[config.mk]
export PLATFORM = sky130hd
export DESIGN_NAME = timer_dev
export DESIGN_NICKNAME = d
export VERILOG_FILES = /design/src/rtl/timer_dev.sv
export SDC_FILE = /design/constraint.sdc
export NUM_CORES = 1
export LEC_CHECK = 0
export BUFFER_PORTS_ARGS = -buffer_cell sky130_fd_sc_hd__buf_4
export CELL_PAD_IN_SITES_DETAIL_PLACEMENT = 0
export CELL_PAD_IN_SITES_GLOBAL_PLACEMENT = 1
export CORE_ASPECT_RATIO = 0.8
export CORE_MARGIN = 3
export CORE_UTILIZATION = 42
export DETAILED_ROUTE_END_ITERATION = 8
export PLACE_DENSITY_LB_ADDON = 0.1
export SYNTH_ARGS = -nofsm -noshare
export SYNTH_HDL_FRONTEND = slang
export SYNTH_SLANG_ARGS = --single-unit
[constraint.sdc]
create_clock -name clk -period 4.4 [get_ports clk]
set_input_delay 1.32 -clock clk [delete_from_list [all_inputs] [get_ports clk]]
set_output_delay 1.32 -clock clk [all_outputs]
set_load 0.01 [all_outputs]
[src/rtl/timer_dev.sv]
// timer_dev: memory-mapped countdown timer raising IRQ as a one-shot or periodic source.
// Build with TIMER_PERIODIC_EN defined to enable MODE 01 periodic auto-reload.
module timer_dev #(
  parameter logic [31:0] BASE = 32'h0000_7F00
) (
  input  logic        clk,
  input  logic        reset,
  input  logic [31:2] Addr,
  input  logic        WE,
  input  logic [31:0] Din,
  output logic [31:0] Dout,
  output logic        IRQ
);

  // state | meaning
  // IDLE  | stopped, waiting for EN
  // LOAD  | copy PRESET into COUNT
  // CNT   | decrementing COUNT toward 0
  // INT   | terminal count reached, interrupt cycle
  localparam logic [1:0] IDLE = 2'd0;
  localparam logic [1:0] LOAD = 2'd1;
  localparam logic [1:0] CNT  = 2'd2;
  localparam logic [1:0] INT  = 2'd3;

  logic [1:0]  state, state_nxt;
  logic [3:0]  ctrl;
  logic [31:0] preset;
  logic [31:0] count;
  logic        pending;
  logic        sel, wr_ctrl, wr_preset;
  logic        en, im, periodic, oneshot_int;

  assign sel       = (Addr[31:4] == BASE[31:4]);
  assign wr_ctrl   = sel & WE & (Addr[3:2] == 2'd0);
  assign wr_preset = sel & WE & (Addr[3:2] == 2'd1);
  assign en        = ctrl[0];
  assign im        = ctrl[3];

`ifdef TIMER_PERIODIC_EN
  assign periodic = (ctrl[2:1] == 2'b01);
`else
  assign periodic = 1'b0;
`endif

  assign oneshot_int = (state == INT) & ~periodic;

  always_comb begin
    state_nxt = state;
    case (state)
      IDLE:    if (en) state_nxt = LOAD;
      LOAD:    state_nxt = CNT;
      CNT: begin
        if (!en)
          state_nxt = IDLE;
        else if (count == 32'd0)
          state_nxt = INT;
      end
      default: state_nxt = periodic ? LOAD : IDLE;
    endcase
  end

  always_ff @(posedge clk) begin
    if (reset) begin
      state   <= IDLE;
      ctrl    <= 4'd0;
      preset  <= 32'd0;
      count   <= 32'd0;
      pending <= 1'b0;
    end else begin
      state <= state_nxt;

      if (state == LOAD)
        count <= preset;
      else if ((state == CNT) && en && (count != 32'd0))
        count <= count - 32'd1;

      if (wr_preset)
        preset <= Din;

      // a CPU write to CTRL beats the FSM clearing EN at the same edge
      if (wr_ctrl)
        ctrl <= Din[3:0];
      else if (oneshot_int)
        ctrl[0] <= 1'b0;

      if (oneshot_int)
        pending <= 1'b1;
      else if (wr_ctrl || wr_preset)
        pending <= 1'b0;
    end
  end

  // pending is only ever set in one-shot INT, so the INT term gives the periodic pulse
  // and also lets the one-shot IRQ rise in the INT cycle itself
  assign IRQ = im & (pending | (state == INT));

  always_comb begin
    Dout = 32'd0;
    if (sel) begin
      case (Addr[3:2])
        2'd0:    Dout = {28'd0, ctrl};
        2'd1:    Dout = preset;
        2'd2:    Dout = count;
        default: Dout = 32'd0;
      endcase
    end
  end

endmodule

== Yosys cells after proc, flatten, opt, wreduce, memory -nomap -nowiden ==
Cells that the tools add are included.
Storage, ports and cells
  register bits: 71
  word-level logic and storage cells: 43
Cells by class
  add/sub/neg operators: 1
  equal/unequal tests: 8
  muxes and demuxes: 12
  bitwise gates (word level): 5
  reduce and logical (&&, ||, !) cells: 11
Operators by type and width (count)
  $mux 32: 3
  $pmux 32 s3: 1
  $logic_not 32->1: 1
  $reduce_bool 32->1: 1
  $sub 32x1->32 const B: 1
  $eq 28x11->1 const B: 1
  $eq 2x2->1 const B: 3
  $mux 2: 3
  $pmux 2 s3: 1
  $reduce_bool 2->1: 3
  $and 1x1->1: 4
  $eq 2x1->1 const B: 2
  $logic_not 2->1: 2
  $mux 1: 4
  $ne 3x3->1 const B: 1
  $logic_and 1x1->1: 2
  $ne 2x2->1 const B: 1
  $reduce_and 2->1: 1
  $logic_or 1x1->1: 1
  $or 1x1->1: 1

== Logic depth before layout (Yosys ltp) ==
Gate-level depths: netlist (run 1).
  depth after elaboration: 6
  depth in mapped cells: 9

== Worst setup path after synthesis (run 1) ==
OpenSTA, ideal clock, no wires.
  path kind: input-to-output
  start: input Addr[17] in the netlist's numbering
  end: output Dout[10]
  arrival: 2580 ps
  data required time: 3080 ps
  slack: 500 ps
  stages on the path: 6
  path through: nor4b_1 nand4_1 or2_2 clkbuf_1 clkbuf_1 nor2_1
Between the ends
  cells in the longest elaborated chain, start to end: 2
RTL lines
  from (decl): line 8  | input logic [31:2] Addr,
  $eq 28x11->1: line 33  | assign sel = (Addr[31:4] == BASE[31:4]);
  $mux 32: line 99  | if (sel) begin
  to (decl): line 11  | output logic [31:0] Dout,
Every way passes these cells.

== Final worst setup path (run 1) ==
  start: input Addr[5] in the netlist's numbering
  end: output Dout[21]
Same word-level chain as after synthesis.

==> metrics.md, run 1 <==
| Metric | Value |
|---|---|
| Post-synthesis mux area share | `10.1%` |
| Total CTS buffers | `9` |
| Share of layout cells above drive strength 1 | `24.1%` |
| Setup TNS | `0 ps` |
| DR WL/cell | `17.0 um` |
| Hold_buf cts | `0` |
| Most Crowded Layer GR | `met2` |
| Largest family of logic cells by synthesized area | `simple AND/OR/NAND/NOR gates` |
| Hold Path Class | `flip-flop to flip-flop` |
| Row cnt | `31` |
| Clock Pin Slew Worst Setup and Hold Paths | `50 ps` |
| Worst setup path category | `input port to output pin` |
| Post-Syn Area per Cell | `8.22 sq um` |
| Initial DRC Count | `255` |
| Final-report setup violation count | `0` |
| Die area | `0.0107 sq mm` |
| Total power | `0.00138 W` |
| Slew @ Worst Pin | `907 ps` |
| Multi-input logic area | `0.00237 sq mm` |
| Outcome | `complete, no violations` |
| FF+latch area | `0.00142 sq mm` |
| Synth async-reset ratio | `0%` |
| Tmin final | `4070 ps` |
| Vias | `4004` |
| Initial Util | `43.6%` |
| Synth Warn # | `0` |
| Post-synthesis compound-gate area fraction | `20.0%` |
| Worst vdd ir | `0.000266 V` |
| Final-report max-slew violation count | `0` |
| Sequential area share after synthesis | `35.8%` |
| Gate Count Post-Synth | `483` |
| Sink Count | `71` |
| First-pass GRT wire length | `18700 um` |
| Synth Area in XOR/XNOR | `0.221%` |
| Placer Congestion | `0.846` |
| Fillers | `883` |
| Drt first pass iters | `5` |
| CP arrival | `2750 ps` |
| Max H-tree Level | `3` |
| Tcrit/Tclk final | `92.6%` |
| Met2 Use GR | `35.0%` |
| Top cells by area, synth | `dfxtp_1 36%, mux2i_1 10%, nor2_1 9.1%` |
| Residual DRC | `0` |
| TritonCTS clock tree | `built` |
| Final hold vios | `0` |
| Synth unique cells | `54` |
| Post-Synth Simple-Gate Area | `28.7%` |
| Core box area | `0.00911 sq mm` |
| RSZ-0062 raised after global routing | `false` |
| Yosys reg bits | `71` |
| CP required | `3080 ps` |
| Antenna violations before repair | `0` |
| Pre-CTS setup slack | `128 ps` |
| Skew final | `7.23 ps` |
| Max transition margin | `39.5%` |
| Maximum operating frequency | `0.245 GHz` |
| Detail Placement HPWL | `7720 um` |
| Final wirelength | `11500 um` |
| Gr ovfl total | `0` |
| Crit end category | `output pin` |
| Syn Nets | `549` |
| DR vias/cell | `5.92` |
| All-layer global routing usage | `21.6%` |
| CP Max Fanout | `33` |
| I/O Pins | `98` |
| Power Dens Cells | `275 mW/mm^2` |
| Grt met1 use | `29.2%` |
| Final #Nets | `624` |
| Maxcap violations | `0` |
| Root buffer cell | `clkbuf_16` |
| PortBufs | `97` |
| Main synth FF type | `dfxtp_1` |
| Area growth, synth to finish | `26.2%` |
| Die Height | `93.0 um` |
| Clk_lat worst skew | `330 ps` |
| Vias in the first global route | `3804` |
| Adder-Cell Fraction of Synth Area | `0.315%` |
| Synth top area share | `35.8%` |
| # diodes | `0` |
| CP Launch Type | `input port` |
| Mapped cell area | `0.00397 sq mm` |
| Synth area leader | `dfxtp_1` |
| GR Util met3 | `4.46%` |
| Leakage | `1.83 nW` |
| Largest net degree at the start of global routing | `74` |
| WHS | `486 ps` |
| Die width | `115 um` |
| Bufs on Longest Clock Path | `2` |
| Post-DRT Antenna Nets | `0` |
| Number of synthesized flops with an enable pin | `0` |
| Final worst slack | `325 ps` |
final timing paths:
| path | depth (start not counted) | startpoint | slack, ps | end |
|---|---|---|---|---|
| setup / recovery | 6 | Addr[5] | 330 | Dout[21] |
| hold / removal | 2 | pending | 490 | pending |
| setup reg to reg | 5 | count[5] | 1710 | count[2] |
| hold reg to reg | 2 | pending | 490 | pending |
final cells by class:
cell class / instances / share of cell area, %
multi-input cells: 366 / 47.3
flip-flops and latches: 71 / 28.4
repair buffers: 106 / 15.9
clock buffers: 13 / 5.19
well taps: 115 / 2.87
inverters: 4 / 0.299
clock inverters: 1 / 0.0998
power by group:
group              switching (W)  internal [W]   total, W  leakage [nW]
logic                  0.0000329     0.0000419  0.0000747          1.13
registers      0.000000000000250      0.000643   0.000643         0.571
clock network           0.000256      0.000405   0.000661         0.132
Yosys cell counts (2+ instances only):
| cell type | instances |
|---|---|
| nor2_1 | 96 |
| dfxtp_1 | 71 |
| mux2i_1 | 40 |
| clkbuf_1 | 32 |
| a22oi_1 | 29 |
| nand2_1 | 28 |
| a21oi_1 | 14 |
| a31oi_1 | 14 |
| nor4_1 | 14 |
| or3_1 | 14 |
| nand3_1 | 11 |
| or4_1 | 11 |
| a32oi_1 | 7 |
| nor3_1 | 7 |
| o31ai_1 | 7 |
| a311oi_1 | 6 |
| buf_2 | 6 |
| nand4_1 | 5 |
| nor2b_1 | 5 |
| o211ai_1 | 5 |
| o31a_1 | 5 |
| inv_1 | 4 |
| nand3b_1 | 4 |
| o311ai_0 | 4 |
| and2_1 | 3 |
| nor4b_1 | 3 |
| o21ai_0 | 3 |
| a311oi_2 | 2 |
| a31o_1 | 2 |
| and4_1 | 2 |
| buf_4 | 2 |
| nand2b_1 | 2 |
| nor4_2 | 2 |
| o311ai_1 | 2 |
| or2_2 | 2 |
stage by stage:
stage                     std cells  utilization (%)  area [sq um]
final                           676             55.0          5010
after global routing            676             55.0          5010
after CTS                       676             55.0          5010
after detailed placement        662             52.1          4750
after global placement          662             52.1          4750
after floorplan                 483                -          3970
registers in the layout, indices dropped and copies added (netlist names):
register and flops:
ctrl 4, preset 32, state 2, count 32, pending 1
routing by layer:
layer | wire length (um) | vias to the layer above | part of all wire [%]
li1 | - | 1970 | -
met1 | 5330 | 1930 | 46
met2 | 5530 | 95 | 48
met3 | 534 | 9 | 4.6
met4 | 119 | 0 | 1.0
met5 | 0 | - | 0
critical path, cell delays in order:
cell and delay (ps):
buf_4 110, nor4b_1 330, nand4_1 210, or2_4 450, nor2_1 180, buf_4 140
layout by cell type (no fill, tap or decap), types with 2 or more instances in the layout:
cell type,synthesis,layout
o311ai_1,2,2
or4_1,11,11
o31a_1,5,5
nor4b_1,3,3
mux2i_1,40,40
o31ai_1,7,7
and4_1,2,2
nand2_1,28,28
nor2b_2,0,3
a31oi_1,14,14
nand3b_1,4,4
o311ai_0,4,4
dfxtp_1,71,71
or3_1,14,14
o21ai_0,3,3
clkbuf_8,0,2
and2_1,3,3
a22oi_1,29,29
buf_4,2,106
nand3_1,11,11
clkbuf_16,0,9
nor4_1,14,14
a32oi_1,7,7
nor3_1,7,6
a31o_1,2,2
a311oi_2,2,2
o211ai_1,5,5
nand4_1,5,5
clkbuf_1,32,2
inv_1,4,4
a311oi_1,6,6
nor2_1,96,96
nor2b_1,5,2
nor4_2,2,2
a21oi_1,14,14
cells by family (layout without fill, tap and decap cells):
kind of cell               count (synthesis)  count (layout)
DFF                                       71              71
buffers and inverters                     46             124
adders and majority gates                  1               1
muxes                                     40              40
and+or+nand+nor                          219             219
AOI/OAI and AO/OA                        105             105
xor gates and xnor gates                   1               1
repair_timing:
| action | CTS | global route |
|---|---|---|
| setup endpoints to repair | 0 | 4 |
| setup buffers | 0 | 0 |
| gates resized for setup | 0 | 1 |
(Power assumes the default switching activity.)
==> inputs of run 2 (changes only) <==
--- a/config.mk
+++ b/config.mk
@@ -11,6 +11,7 @@
 export CORE_ASPECT_RATIO = 0.8
 export CORE_MARGIN = 3
 export CORE_UTILIZATION = 42
+export CTS_CLUSTER_DIAMETER = 30
 export DETAILED_ROUTE_END_ITERATION = 8
 export PLACE_DENSITY_LB_ADDON = 0.1
 export SYNTH_ARGS = -nofsm -noshare
==> constraint.sdc (replaced) <==
create_clock -name clk -period 4.4 [get_ports clk]
set_input_delay 1.32 -clock clk [delete_from_list [all_inputs] [get_ports clk]]
set_output_delay 1.32 -clock clk [all_outputs]
set_load 0.02 [all_outputs]
==> metrics.md, run 2 (same netlist as run 1, synthesis figures left out) <==
| Metric | Value |
|---|---|
| Outcome | `complete, no violations` |
| Final Cell Area | `0.00501 sq mm` |
| Post-CTS Resized | `0` |
| Max transition margin | `40.0%` |
| Largest net degree at the start of global routing | `74` |
| Die area | `0.0107 sq mm` |
| Worst setup path category | `input port to output pin` |
| CP cell instances | `buf_4 > nor4b_1 > nand4_1 > or2_4 > nor2_1 > buf_4` |
| All-layer global routing usage | `21.5%` |
| Antenna violations before repair | `0` |
| Power Dens Cells | `272 mW/mm^2` |
| CP Launch Type | `input port` |
| Largest stage delay, worst path | `450 ps` |
| Drt first pass iters | `4` |
| Final wirelength | `11400 um` |
| Most common cell after layout, fill and taps aside | `buf_4` |
| CP required | `3080 ps` |
| TritonCTS clock tree | `built` |
| Clock Pin Slew Worst Setup and Hold Paths | `50 ps` |
| DR vias/cell | `5.89` |
| Slowest-stage cell, CP | `or2_4` |
| Crit end category | `output pin` |
| CP most frequent cell | `buf_4` |
| Final hold vios | `0` |
| Maxcap violations | `0` |
| Clk_lat worst skew | `330 ps` |
| Residual DRC | `0` |
| Maximum operating frequency | `0.246 GHz` |
| Gr ovfl total | `0` |
| CP arrival | `2750 ps` |
| Leakage | `1.83 nW` |
| Tmin final | `4070 ps` |
| Tcrit/Tclk final | `92.6%` |
| FF+latch area | `0.00142 sq mm` |
| # diodes | `0` |
| Core box area | `0.00911 sq mm` |
| PortBufs | `97` |
| Worst vdd ir | `0.000234 V` |
| Initial DRC Count | `276` |
| Share of layout cells above drive strength 1 | `23.8%` |
| Final #Nets | `624` |
| Setup TNS | `0 ps` |
| Sink Count | `71` |
| Final-report setup violation count | `0` |
| DP Area | `0.00475 sq mm` |
| Post-DRT Antenna Nets | `0` |
| Top Registers | `count: 32 flops, preset: 32 flops, ctrl: 4 flops` |
| Detail Placement HPWL | `7680 um` |
| Total CTS buffers | `9` |
| Initial Util | `43.6%` |
| Fillers | `869` |
| DR WL/cell | `16.8 um` |
| Most frequent cells in the layout | `106 x buf_4, 96 x nor2_1, 71 x dfxtp_1` |
| Vias | `3985` |
| Vias in the first global route | `3770` |
| Slew @ Worst Pin | `900 ps` |
| Skew final | `6.80 ps` |
| RSZ-0062 raised after global routing | `false` |
| Die width | `115 um` |
| Max H-tree Level | `3` |
| Hold_buf cts | `0` |
| Worst path top cell family by delay | `simple AND/OR/NAND/NOR gates` |
| Row cnt | `31` |
| Area growth, synth to finish | `26.1%` |
| Setup Buffers After CTS | `0` |
| First-pass GRT wire length | `18700 um` |
| Final-report max-slew violation count | `0` |
| Die Height | `93.0 um` |
| CP bufs+invs | `2` |
| Bufs on Longest Clock Path | `2` |
| Placer Congestion | `0.846` |
| Hold Path Class | `flip-flop to flip-flop` |
| CP Max Fanout | `33` |
| I/O Pins | `98` |
| Multi-input logic area | `0.00237 sq mm` |
| Root buffer cell | `clkbuf_16` |
## run 2: power breakdown
part | leakage (nW) | switching [W] | internal, W
clock | 0.127 | 0.000250 | 0.000393
sequential | 0.571 | 0.000000000000247 | 0.000643
combinational | 1.13 | 0.0000324 | 0.0000419
total | 1.83 | 0.000282 | 0.00108
## run 2: layout make-up
type	count	share of cell area, %
Timing Repair Buffer	106	15.9
Inverter	4	0.300
Multi-Input combinational cell	366	47.4
Clock inverter	1	0.100
Sequential cell	71	28.4
Clock buffer	14	5.07
Tap cell	115	2.87
## run 2: tightest hold or removal path, stage by stage, from the launching register on
cell     delay, ps
dfxtp_1        300
o21ai_0         70
a21oi_1         60
## run 2: per-layer routing
| metal | global-route usage (%) | vias up | part of all wire [%] |
|---|---|---|---|
| met5 | 0 | - | 0 |
| met4 | 5.77 | 0 | 1.0 |
| met3 | 4.20 | 9 | 4.9 |
| met2 | 34.6 | 111 | 47 |
| met1 | 29.4 | 1897 | 47 |
| li1 | - | 1968 | - |
## run 2: path summary, 6_finish.rpt
check                 from  endpoint  slack, ps  depth (start not counted)
setup reg to reg  count[5]  count[2]       1730                          5
hold reg to reg    pending   pending        480                          2
hold / removal     pending   pending        480                          2
setup / recovery   Addr[5]  Dout[11]        330                          6
## run 2: through the flow
step / setup slack [ps] / power [W] / utilization (%) / hold WS [ps] / instances
3_5_place_dp: 115 / 0.000732 / 52.1 / 477 / 662
3_3_place_gp: 218 / 0.000730 / 52.1 / 465 / 662
5_1_grt: 183 / 0.00141 / 54.9 / 523 / 677
4_1_cts: 111 / 0.00138 / 54.9 / 485 / 677
2_1_floorplan: 378 / 0.000680 / - / 454 / 483
6_report: 328 / 0.00136 / 54.9 / 481 / 677
==> inputs of run 3 (changes only) <==
--- a/config.mk
+++ b/config.mk
@@ -10,7 +10,8 @@
 export CELL_PAD_IN_SITES_GLOBAL_PLACEMENT = 1
 export CORE_ASPECT_RATIO = 0.8
 export CORE_MARGIN = 3
-export CORE_UTILIZATION = 42
+export CORE_UTILIZATION = 44
+export CTS_BUF_LIST = sky130_fd_sc_hd__clkbuf_8
 export CTS_CLUSTER_DIAMETER = 30
 export DETAILED_ROUTE_END_ITERATION = 8
 export PLACE_DENSITY_LB_ADDON = 0.1
==> metrics.md, run 3 (same netlist as run 1, synthesis figures left out) <==
| Metric | Value |
|---|---|
| Outcome | `complete, no violations` |
| Final core utilization | `57.5%` |
| Dpl cells | `660` |
| DR vias/cell | `5.97` |
| Met2 Use GR | `35.6%` |
| Drt first pass iters | `5` |
| DR WL/cell | `16.8 um` |
| Placer Congestion | `0.859` |
| Grt met1 use | `30.5%` |
| Final hold vios | `0` |
| Row cnt | `30` |
| CP most frequent cell | `buf_4` |
| CP cell instances | `buf_4 > nor4b_1 > nand4_1 > or2_4 > nor2_1 > buf_4` |
| Clk_lat worst skew | `360 ps` |
| Setup TNS | `0 ps` |
| TritonCTS clock tree | `built` |
| Hold wc startpoint | `pending` |
| Die area | `0.0102 sq mm` |
| Vias | `4028` |
| Slew @ Worst Pin | `844 ps` |
| Power Dens Cells | `260 mW/mm^2` |
| First-pass GRT wire length | `19000 um` |
| Top Registers | `count: 32 flops, preset: 32 flops, ctrl: 4 flops` |
| Max H-tree Level | `3` |
| Clock Pin Slew Worst Setup and Hold Paths | `70 ps` |
| Share of layout cells above drive strength 1 | `24.5%` |
| Final wirelength | `11300 um` |
| All-layer global routing usage | `22.4%` |
| Final #Nets | `625` |
| Max transition margin | `43.7%` |
| Core box area | `0.00863 sq mm` |
| I/O Pins | `98` |
| Hold Path Depth | `2` |
| Root buffer cell | `clkbuf_8` |
| Final Non-Filler Cells | `675` |
| CP bufs+invs | `2` |
| Most Crowded Layer GR | `met2` |
| Largest stage delay, worst path | `450 ps` |
| Sink of the worst hold path | `pending` |
| Vias in the first global route | `3915` |
| Flop-to-flop setup slack | `1770 ps` |
| WHS | `490 ps` |
| Final-report max-slew violation count | `0` |
| Reg2reg path depth | `5` |
| Worst setup path category | `input port to output pin` |
| RSZ-0062 raised after global routing | `false` |
| Die width | `112 um` |
| Sink Count | `71` |
| Detail Placement HPWL | `7770 um` |
| CP Launch Type | `input port` |
| Tcrit/Tclk final | `91.6%` |
| Total CTS buffers | `9` |
| Final-report setup violation count | `0` |
| Maximum operating frequency | `0.248 GHz` |
| Post-DRT Antenna Nets | `0` |
| Tmin final | `4030 ps` |
| Die Height | `91.0 um` |
| Hold Path Class | `flip-flop to flip-flop` |
| Final worst slack | `371 ps` |
| Maxcap violations | `0` |
| RR Endpoint | `count[2]` |
| Hold_buf cts | `0` |
| Skew final | `7.49 ps` |
| Area growth, synth to finish | `25.0%` |
| Pre-CTS setup slack | `172 ps` |
| PortBufs | `97` |
| CP Max Fanout | `33` |
| Worst vdd ir | `0.000209 V` |
| GR Util met3 | `4.80%` |
| Worst r2r src | `count[5]` |
| Most frequent cells in the layout | `107 x buf_4, 96 x nor2_1, 71 x dfxtp_1` |
| Worst path top cell family by delay | `simple AND/OR/NAND/NOR gates` |
| Bufs on Longest Clock Path | `2` |
| Leakage | `1.82 nW` |
| Crit end category | `output pin` |
| Gr ovfl total | `0` |
| Largest net degree at the start of global routing | `74` |
| Initial Util | `46.0%` |
| Most common cell after layout, fill and taps aside | `buf_4` |
| # diodes | `0` |
| Slowest-stage cell, CP | `or2_4` |
| Residual DRC | `0` |
| Initial DRC Count | `254` |
| Antenna violations before repair | `0` |
| CP required | `3080 ps` |
| CP arrival | `2710 ps` |
| Fillers | `836` |
[run 3: cell types whose count changed in the layout (fill, tap and decap cells not counted), sizes merged]
cell and delta:
bufinv +2, clkbuf -4, clkinv +1, buf +1, inv +1
[run 3: stage by stage]
step | instance area [sq um] | power [W]
2_1_floorplan | 3970 | 0.000680
3_3_place_gp | 4750 | 0.000731
3_5_place_dp | 4750 | 0.000732
4_1_cts | 4960 | 0.00131
5_1_grt | 4960 | 0.00134
6_report | 4960 | 0.00129
[run 3: layout make-up]
class,instances,area (sq um),area share [%]
clock buffer,10,138,2.77
timing repair buffer,107,803,16.2
clock inverter,5,73.8,1.49
multi-input combinational,366,2370,47.8
tap,112,140,2.82
inverter,4,15.0,0.302
sequential,71,1420,28.6
[run 3: worst register-to-register path: stages, from the launching register on]
cell	delay, ps
dfxtp_1	400
nor4_4	560
nand4_2	360
o31a_1	660
or3_1	430
o311a_1	110
[run 3: worst max-delay path by stage]
stage / from / end / slack (ps) / cells past startpoint
CTS: Addr[5] / Dout[21] / 170 / 6
global route: Addr[17] / Dout[18] / 210 / 6
detailed placement: Addr[5] / Dout[21] / 170 / 6
finish: Addr[17] / Dout[21] / 370 / 6
floorplan: Addr[17] / Dout[10] / 380 / 6
global placement: Addr[5] / Dout[2] / 210 / 6
[run 3: metal layers]
layer / part of all wire (%) / vias up
met4: 0.88 / 0
met3: 5.2 / 9
li1: - / 1968
met5: 0 / -
met1: 46 / 1925
met2: 48 / 126
[run 3: timing repair]
| action | 4_1_cts | 5_1_grt |
|---|---|---|
| endpoints found under the setup margin | 0 | 6 |
| setup buffers | 0 | 0 |
| resized for setup | 0 | 1 |
[run 3: where the power goes]
| group | internal [W] | switching [W] | total, W |
|---|---|---|---|
| sequential | 0.000642 | 0.000000000000248 | 0.000642 |
| combinational | 0.0000425 | 0.0000321 | 0.0000745 |
| clock | 0.000328 | 0.000246 | 0.000574 |
